[config.mk]
export PLATFORM = sky130hd
export DESIGN_NAME = stack_sequencer
export DESIGN_NICKNAME = d
export VERILOG_FILES = /design/src/rtl/stack_seq_pkg.sv /design/src/rtl/stack_sequencer.sv
export SDC_FILE = /design/constraint.sdc
export NUM_CORES = 1
export LEC_CHECK = 0
export CAP_MARGIN = 15
export CORE_ASPECT_RATIO = 1.25
export CORE_MARGIN = 2
export CORE_UTILIZATION = 25
export DETAILED_ROUTE_END_ITERATION = 6
export SETUP_SLACK_MARGIN = 0.1
export SLEW_MARGIN = 20
export SYNTH_ARGS = -nofsm -noshare
export SYNTH_HDL_FRONTEND = slang
export SYNTH_SLANG_ARGS = --single-unit
[constraint.sdc]
create_clock -name clk -period 5 [get_ports clk]
set_input_delay 1.25 -clock clk [delete_from_list [all_inputs] [get_ports clk]]
set_output_delay 1.25 -clock clk [all_outputs]
set_load 0.02 [all_outputs]
[src/rtl/stack_seq_pkg.sv]
// Shared types and encodings for the call/return/interrupt stack sequencer.
package stack_seq_pkg;

  // Sequencer FSM states: one push or pop per stack state, then DONE.
  typedef enum logic [2:0] {
    S_IDLE    = 3'd0,
    S_PUSH_HI = 3'd1,
    S_PUSH_LO = 3'd2,
    S_PUSH_FL = 3'd3,
    S_POP_FL  = 3'd4,
    S_POP_LO  = 3'd5,
    S_POP_HI  = 3'd6,
    S_DONE    = 3'd7
  } state_t;

  // Operation latched at accept; it selects the sequence and the DONE pulses.
  typedef enum logic [1:0] {
    OP_CALL = 2'd0,
    OP_RET  = 2'd1,
    OP_RTI  = 2'd2,
    OP_INT  = 2'd3
  } op_t;

  // Memory-stage write source select.
  localparam logic [1:0] WSRC_FLAGS = 2'b00;
  localparam logic [1:0] WSRC_PC_HI = 2'b01;
  localparam logic [1:0] WSRC_PC_LO = 2'b10;
  localparam logic [1:0] WSRC_REG   = 2'b11;

  // Memory-stage address select.
  localparam logic [1:0] ASEL_STD = 2'b00;
  localparam logic [1:0] ASEL_LDD = 2'b01;
  localparam logic [1:0] ASEL_SP  = 2'b10;

  // First stack state of each operation's sequence.
  function automatic state_t first_state(input op_t op);
    case (op)
      OP_INT, OP_CALL: first_state = S_PUSH_HI;
      OP_RTI:          first_state = S_POP_FL;
      default:         first_state = S_POP_LO;
    endcase
  endfunction

endpackage

[src/rtl/stack_sequencer.sv]
// Stack sequencer: turns call/ret/rti/interrupt requests into a fixed series
// of one-cycle stack pushes/pops on the memory stage while stalling the front
// end. Pushes save PC high, PC low, then flags (interrupt only); pops restore
// in the reverse order. SP itself lives in the memory stage.
module stack_sequencer
  import stack_seq_pkg::*;
(
  input  logic        clk,
  input  logic        reset,
  input  logic        interrupt,
  input  logic        call_req,
  input  logic        ret_req,
  input  logic        rti_req,
  input  logic [31:0] pc_in,
  input  logic [2:0]  flags_in,
  input  logic [15:0] mem_data,
  output logic        memory_read,
  output logic        memory_write,
  output logic        memory_push,
  output logic        memory_pop,
  output logic [1:0]  memory_address_select,
  output logic [1:0]  memory_write_src_select,
  output logic [31:0] saved_pc,
  output logic [2:0]  saved_flags,
  output logic        ack,
  output logic        stall,
  output logic [31:0] pc_out,
  output logic        pc_valid,
  output logic [2:0]  flags_out,
  output logic        flags_valid,
  output logic        vector_load
);

  state_t      r_state;
  state_t      w_state_nxt;
  op_t         r_op;
  op_t         w_op_sel;
  logic        r_int_pending;
  logic [31:0] r_saved_pc;
  logic [2:0]  r_saved_flags;
  logic [31:0] r_pc_out;
  logic [2:0]  r_flags_out;

  logic        w_any_int;
  logic        w_accept;
  logic        w_rd, w_wr, w_push, w_pop;
  logic [1:0]  w_asel, w_wsrc;
  logic        w_pc_valid, w_flags_valid, w_vector_load;

  // Request arbitration: only IDLE accepts; a pending interrupt ranks with a live one.
  always_comb begin
    w_any_int = interrupt | r_int_pending;
    w_accept  = (r_state == S_IDLE) & (w_any_int | rti_req | ret_req | call_req);
    if (w_any_int)    w_op_sel = OP_INT;
    else if (rti_req) w_op_sel = OP_RTI;
    else if (ret_req) w_op_sel = OP_RET;
    else              w_op_sel = OP_CALL;
  end

  // State register.
  always_ff @(posedge clk) begin
    if (reset) r_state <= S_IDLE;
    else       r_state <= w_state_nxt;
  end

  // Next state and per-state memory controls / completion pulses.
  always_comb begin
    w_state_nxt   = r_state;
    w_rd          = 1'b0;
    w_wr          = 1'b0;
    w_push        = 1'b0;
    w_pop         = 1'b0;
    w_asel        = ASEL_STD;
    w_wsrc        = WSRC_FLAGS;
    w_pc_valid    = 1'b0;
    w_flags_valid = 1'b0;
    w_vector_load = 1'b0;
    case (r_state)
      S_IDLE: begin
        if (w_accept) w_state_nxt = first_state(w_op_sel);
      end
      S_PUSH_HI: begin
        w_wr        = 1'b1;
        w_push      = 1'b1;
        w_asel      = ASEL_SP;
        w_wsrc      = WSRC_PC_HI;
        w_state_nxt = S_PUSH_LO;
      end
      S_PUSH_LO: begin
        w_wr        = 1'b1;
        w_push      = 1'b1;
        w_asel      = ASEL_SP;
        w_wsrc      = WSRC_PC_LO;
        // Only an interrupt also saves the flags word.
        w_state_nxt = (r_op == OP_INT) ? S_PUSH_FL : S_DONE;
      end
      S_PUSH_FL: begin
        w_wr        = 1'b1;
        w_push      = 1'b1;
        w_asel      = ASEL_SP;
        w_wsrc      = WSRC_FLAGS;
        w_state_nxt = S_DONE;
      end
      S_POP_FL: begin
        w_rd        = 1'b1;
        w_pop       = 1'b1;
        w_asel      = ASEL_SP;
        w_state_nxt = S_POP_LO;
      end
      S_POP_LO: begin
        w_rd        = 1'b1;
        w_pop       = 1'b1;
        w_asel      = ASEL_SP;
        w_state_nxt = S_POP_HI;
      end
      S_POP_HI: begin
        w_rd        = 1'b1;
        w_pop       = 1'b1;
        w_asel      = ASEL_SP;
        w_state_nxt = S_DONE;
      end
      S_DONE: begin
        // A call's target PC comes from EX, so it raises nothing here.
        w_pc_valid    = (r_op == OP_RET) | (r_op == OP_RTI);
        w_flags_valid = (r_op == OP_RTI);
        w_vector_load = (r_op == OP_INT);
        w_state_nxt   = S_IDLE;
      end
      default: w_state_nxt = S_IDLE;
    endcase
  end

  // Capture return context and operation at accept.
  always_ff @(posedge clk) begin
    if (reset) begin
      r_saved_pc    <= 32'h0;
      r_saved_flags <= 3'h0;
      r_op          <= OP_CALL;
    end else if (w_accept) begin
      r_saved_pc    <= pc_in;
      r_saved_flags <= flags_in;
      r_op          <= w_op_sel;
    end
  end

  // Remember an interrupt that arrives while busy; clear it when serviced.
  always_ff @(posedge clk) begin
    if (reset)                               r_int_pending <= 1'b0;
    else if (w_accept && w_op_sel == OP_INT) r_int_pending <= 1'b0;
    else if (interrupt)                      r_int_pending <= 1'b1;
  end

  // Load popped words at the edge that ends each pop state.
  always_ff @(posedge clk) begin
    if (reset) begin
      r_pc_out    <= 32'h0;
      r_flags_out <= 3'h0;
    end else begin
      case (r_state)
        S_POP_LO: r_pc_out[15:0]  <= mem_data;
        S_POP_HI: r_pc_out[31:16] <= mem_data;
        S_POP_FL: r_flags_out     <= mem_data[2:0];
        default:  ;
      endcase
    end
  end

  // Every output is forced low while reset is held, including registered ones
  // that have not yet seen the reset edge.
  assign ack                     = ~reset & w_accept;
  assign stall                   = ~reset & (w_accept | (r_state != S_IDLE));
  assign memory_read             = ~reset & w_rd;
  assign memory_write            = ~reset & w_wr;
  assign memory_push             = ~reset & w_push;
  assign memory_pop              = ~reset & w_pop;
  assign memory_address_select   = reset ? 2'b00 : w_asel;
  assign memory_write_src_select = reset ? 2'b00 : w_wsrc;
  assign saved_pc                = reset ? 32'h0 : r_saved_pc;
  assign saved_flags             = reset ? 3'h0  : r_saved_flags;
  assign pc_out                  = reset ? 32'h0 : r_pc_out;
  assign flags_out               = reset ? 3'h0  : r_flags_out;
  assign pc_valid                = ~reset & w_pc_valid;
  assign flags_valid             = ~reset & w_flags_valid;
  assign vector_load             = ~reset & w_vector_load;

endmodule

==> flow_summary.ini <==
[timing]
max_slew.worst_pin.slew_ps = 726
final-setup-viol-count = 0
fin_worst_skew_ps = 8.71
final_max_slew_viol_count = 0
layout_worst_path_cycle_share = 0.887
period_needed_ps = 4440
final-hold-violation-count = 0
rsz0062_at_grt = false
highest_clock_rate_mhz = 225
setup-tns-final_ps = 0
timing.slew.headroom = 0.515

[cells_and_area]
multi_input_comb_area_um2 = 1900
final.fill_count = 1492
num_antenna_cells = 0
finalCoreUtilization = 0.376
seq_area_um2 = 1520
final_nets = 584
syn_to_final_growth_pct = 48.6
layout-drive-gt1-share = 0.110

[worst_setup_path]
cp_data_arrival_time_ps = 3190
path_max_fanout = 6
slowest_stage = sky130_fd_sc_hd__clkdlybuf4s50_1
cp_startpoint_kind = input port
end_kind = primary output
critPathMostFrequentCell = sky130_fd_sc_hd__clkdlybuf4s50_1
cp_slowest_stage_delay_ps = 580
worstPathRequired_ps = 3750
timing.setup.critical_path_class = input port to primary output
cell_breakdown_of_the_critical_path = clkdlybuf4s50_1, or3_1, o31a_2, nor2b_1, clkdlybuf4s50_1

[global_route]
first_global_vias = 3115
grt_pass1_wl_mm = 15.4
number_of_antenna_violations_at_the_first_check_in_global_routing = 0
pin_count_of_the_biggest_net_entering_global_routing = 46
global_route.overflow_total = 0
track_usage = 0.125

[synthesis]
synth_top_flop_cell = sky130_fd_sc_hd__dfxtp_1
synth_cell_type_count = 31
ys_top_cells_by_count = sky130_fd_sc_hd__nor2b_1, sky130_fd_sc_hd__dfxtp_1, sky130_fd_sc_hd__nand2_1
netlist.top_cell.by_area = sky130_fd_sc_hd__dfxtp_1
synthesis.nets = 465
synth_top_area_frac = 0.423
synth_edf_count = 0
netlist_area_um2 = 3600
ys_seq_area_frac = 0.423
synth_top_cells_by_area = sky130_fd_sc_hd__dfxtp_1, sky130_fd_sc_hd__nor2b_1, sky130_fd_sc_hd__mux2_4
most_numerous_cell_in_the_yosys_netlist = sky130_fd_sc_hd__nor2b_1
ys_seq_elements = 76
post_synth.cell_area_avg_um2 = 8.90
yosysWarnings = 0
syn_inst = 404
synth_async_sr_flop_share = 0

[cts]
clock-root-buffer = sky130_fd_sc_hd__clkbuf_16
cts_repair_resize_count = 0
clkTransAtPathRegs_ps = 60
cts_setup_buffers = 0
clkSinkCount = 76
h_tree_levels = 3
numCtsBuffers = 9
postCtsHoldBufs = 0
tritoncts = yes
clockBufferDepth = 2
clk-insertion-delay-late_ps = 330

[floorplan]
die_height_um = 138
fp-row-count = 49
initial_util = 0.253
die_x_um = 111
floorplan.die_area_um2 = 15400
design.portCount = 140
floorplan.core_area_um2 = 14200

[flow_run]
drv.max_cap_violation_count = 0

[min_path]
timing.hold.worst.class = register to register

[place]
gpl.final_weighted_congestion = 0.796
post_dp_hpwl_mm = 6.94
place.port_buffers = 138

[pwr]
power.leakage_nw = 1.96
power_density_nw_per_um2 = 327
design_power_total_w = 0.00175
peakVddDrop_mv = 0.128

[run_status]
run_status = complete, no violations

[detailed_routing]
num_vias = 3037
route.detailed.wl_per_inst_um = 13.5
totalWireLength_mm = 9.51
drt_first_pass_iters = 4
remaining_drc_errors = 0
drt_first_iter_violations = 113
via_cell_ratio = 4.30
antenna_violating_nets_post_route = 0
==> where the power goes <==
part / switching, W / internal (W) / total [W]
sequential: 0.0000302 / 0.000671 / 0.000701
combinational: 0.000206 / 0.000239 / 0.000444
clock: 0.000263 / 0.000337 / 0.000600
==> state kept, by name, indices dropped and copies added (netlist names) <==
register and cells:
r_saved_pc 32, r_saved_flags 3, r_pc_out 32, r_state 3
r_flags_out 3, r_op 2, r_int_pending 1
==> critical path: cells and delay by family <==
family	cells	cell delay [ps]
buffers and inverters	2	1010
AND/OR/NAND/NOR	2	590
AO/OA/AOI/OAI	1	340
==> through the flow <==
step                      std cells  hold slack (ps)  instance area (µm²)  setup slack [ps]
after floorplan                 404              432                 3600              1060
after global placement          690              438                 5060               548
after detailed placement        690              443                 5060               541
after CTS                       706              451                 5340               537
after global routing            706              467                 5340               470
final                           706              450                 5340               564
==> final timing paths <==
| kind | start | slack (ps) | cells past startpoint | to |
|---|---|---|---|---|
| setup / recovery | interrupt | 560 | 5 | ack |
| hold / removal | r_pc_out[15]$_SDFFE_PP0P_ | 450 | 2 | r_pc_out[15]$_SDFFE_PP0P_ |
| setup reg to reg | r_state[2]$_SDFFE_PP0P_ | 2590 | 4 | r_saved_flags[0]$_SDFFE_PP0N_ |
| hold reg to reg | r_pc_out[15]$_SDFFE_PP0P_ | 450 | 2 | r_pc_out[15]$_SDFFE_PP0P_ |
==> routing by layer <==
metal  routed length (µm)  GRT usage
met4                  147     0.0533
met1                 4140      0.149
met2                 4530      0.208
met3                  691     0.0373
met5                    0          0
==> cells in the final DEF (no fill, tap or decap), drive strengths merged <==
cell type        n
dfxtp           76
nand2b           5
and2             2
a221oi           1
buf              5
a211oi           2
inv              3
nor3             3
o31a             1
or3              1
ha               4
clkinv           4
clkdlybuf4s50  137
o22ai            1
a2111oi          1
nor2b          107
nor3b            2
and3b            3
conb             1
a21oi           35
and3             3
mux2            36
clkbuf           9
clkinvlp         3
nor2             8
nand2           66
mux2i            3
nor4b            2
o31ai            1
nand3b           3
==> area by class of cell <==
| type | count | area share |
|---|---|---|
| clock inverter | 7 | 0.0101 |
| clock buffer | 9 | 0.0421 |
| sequential | 76 | 0.285 |
| tap | 178 | 0.0417 |
| multi-input combinational | 291 | 0.356 |
| timing repair buffer | 142 | 0.264 |
| inverter | 3 | 0.00211 |
==> cell families after synthesis <==
kind of cell | share of synthesized area
flops | 0.423
simple gates | 0.309
mux | 0.140
buf+inv | 0.0487
fa+ha+maj | 0.0139
compound gates | 0.0640
other cells | 0.00104
No activity file was read; power rests on OpenSTA's default activity.
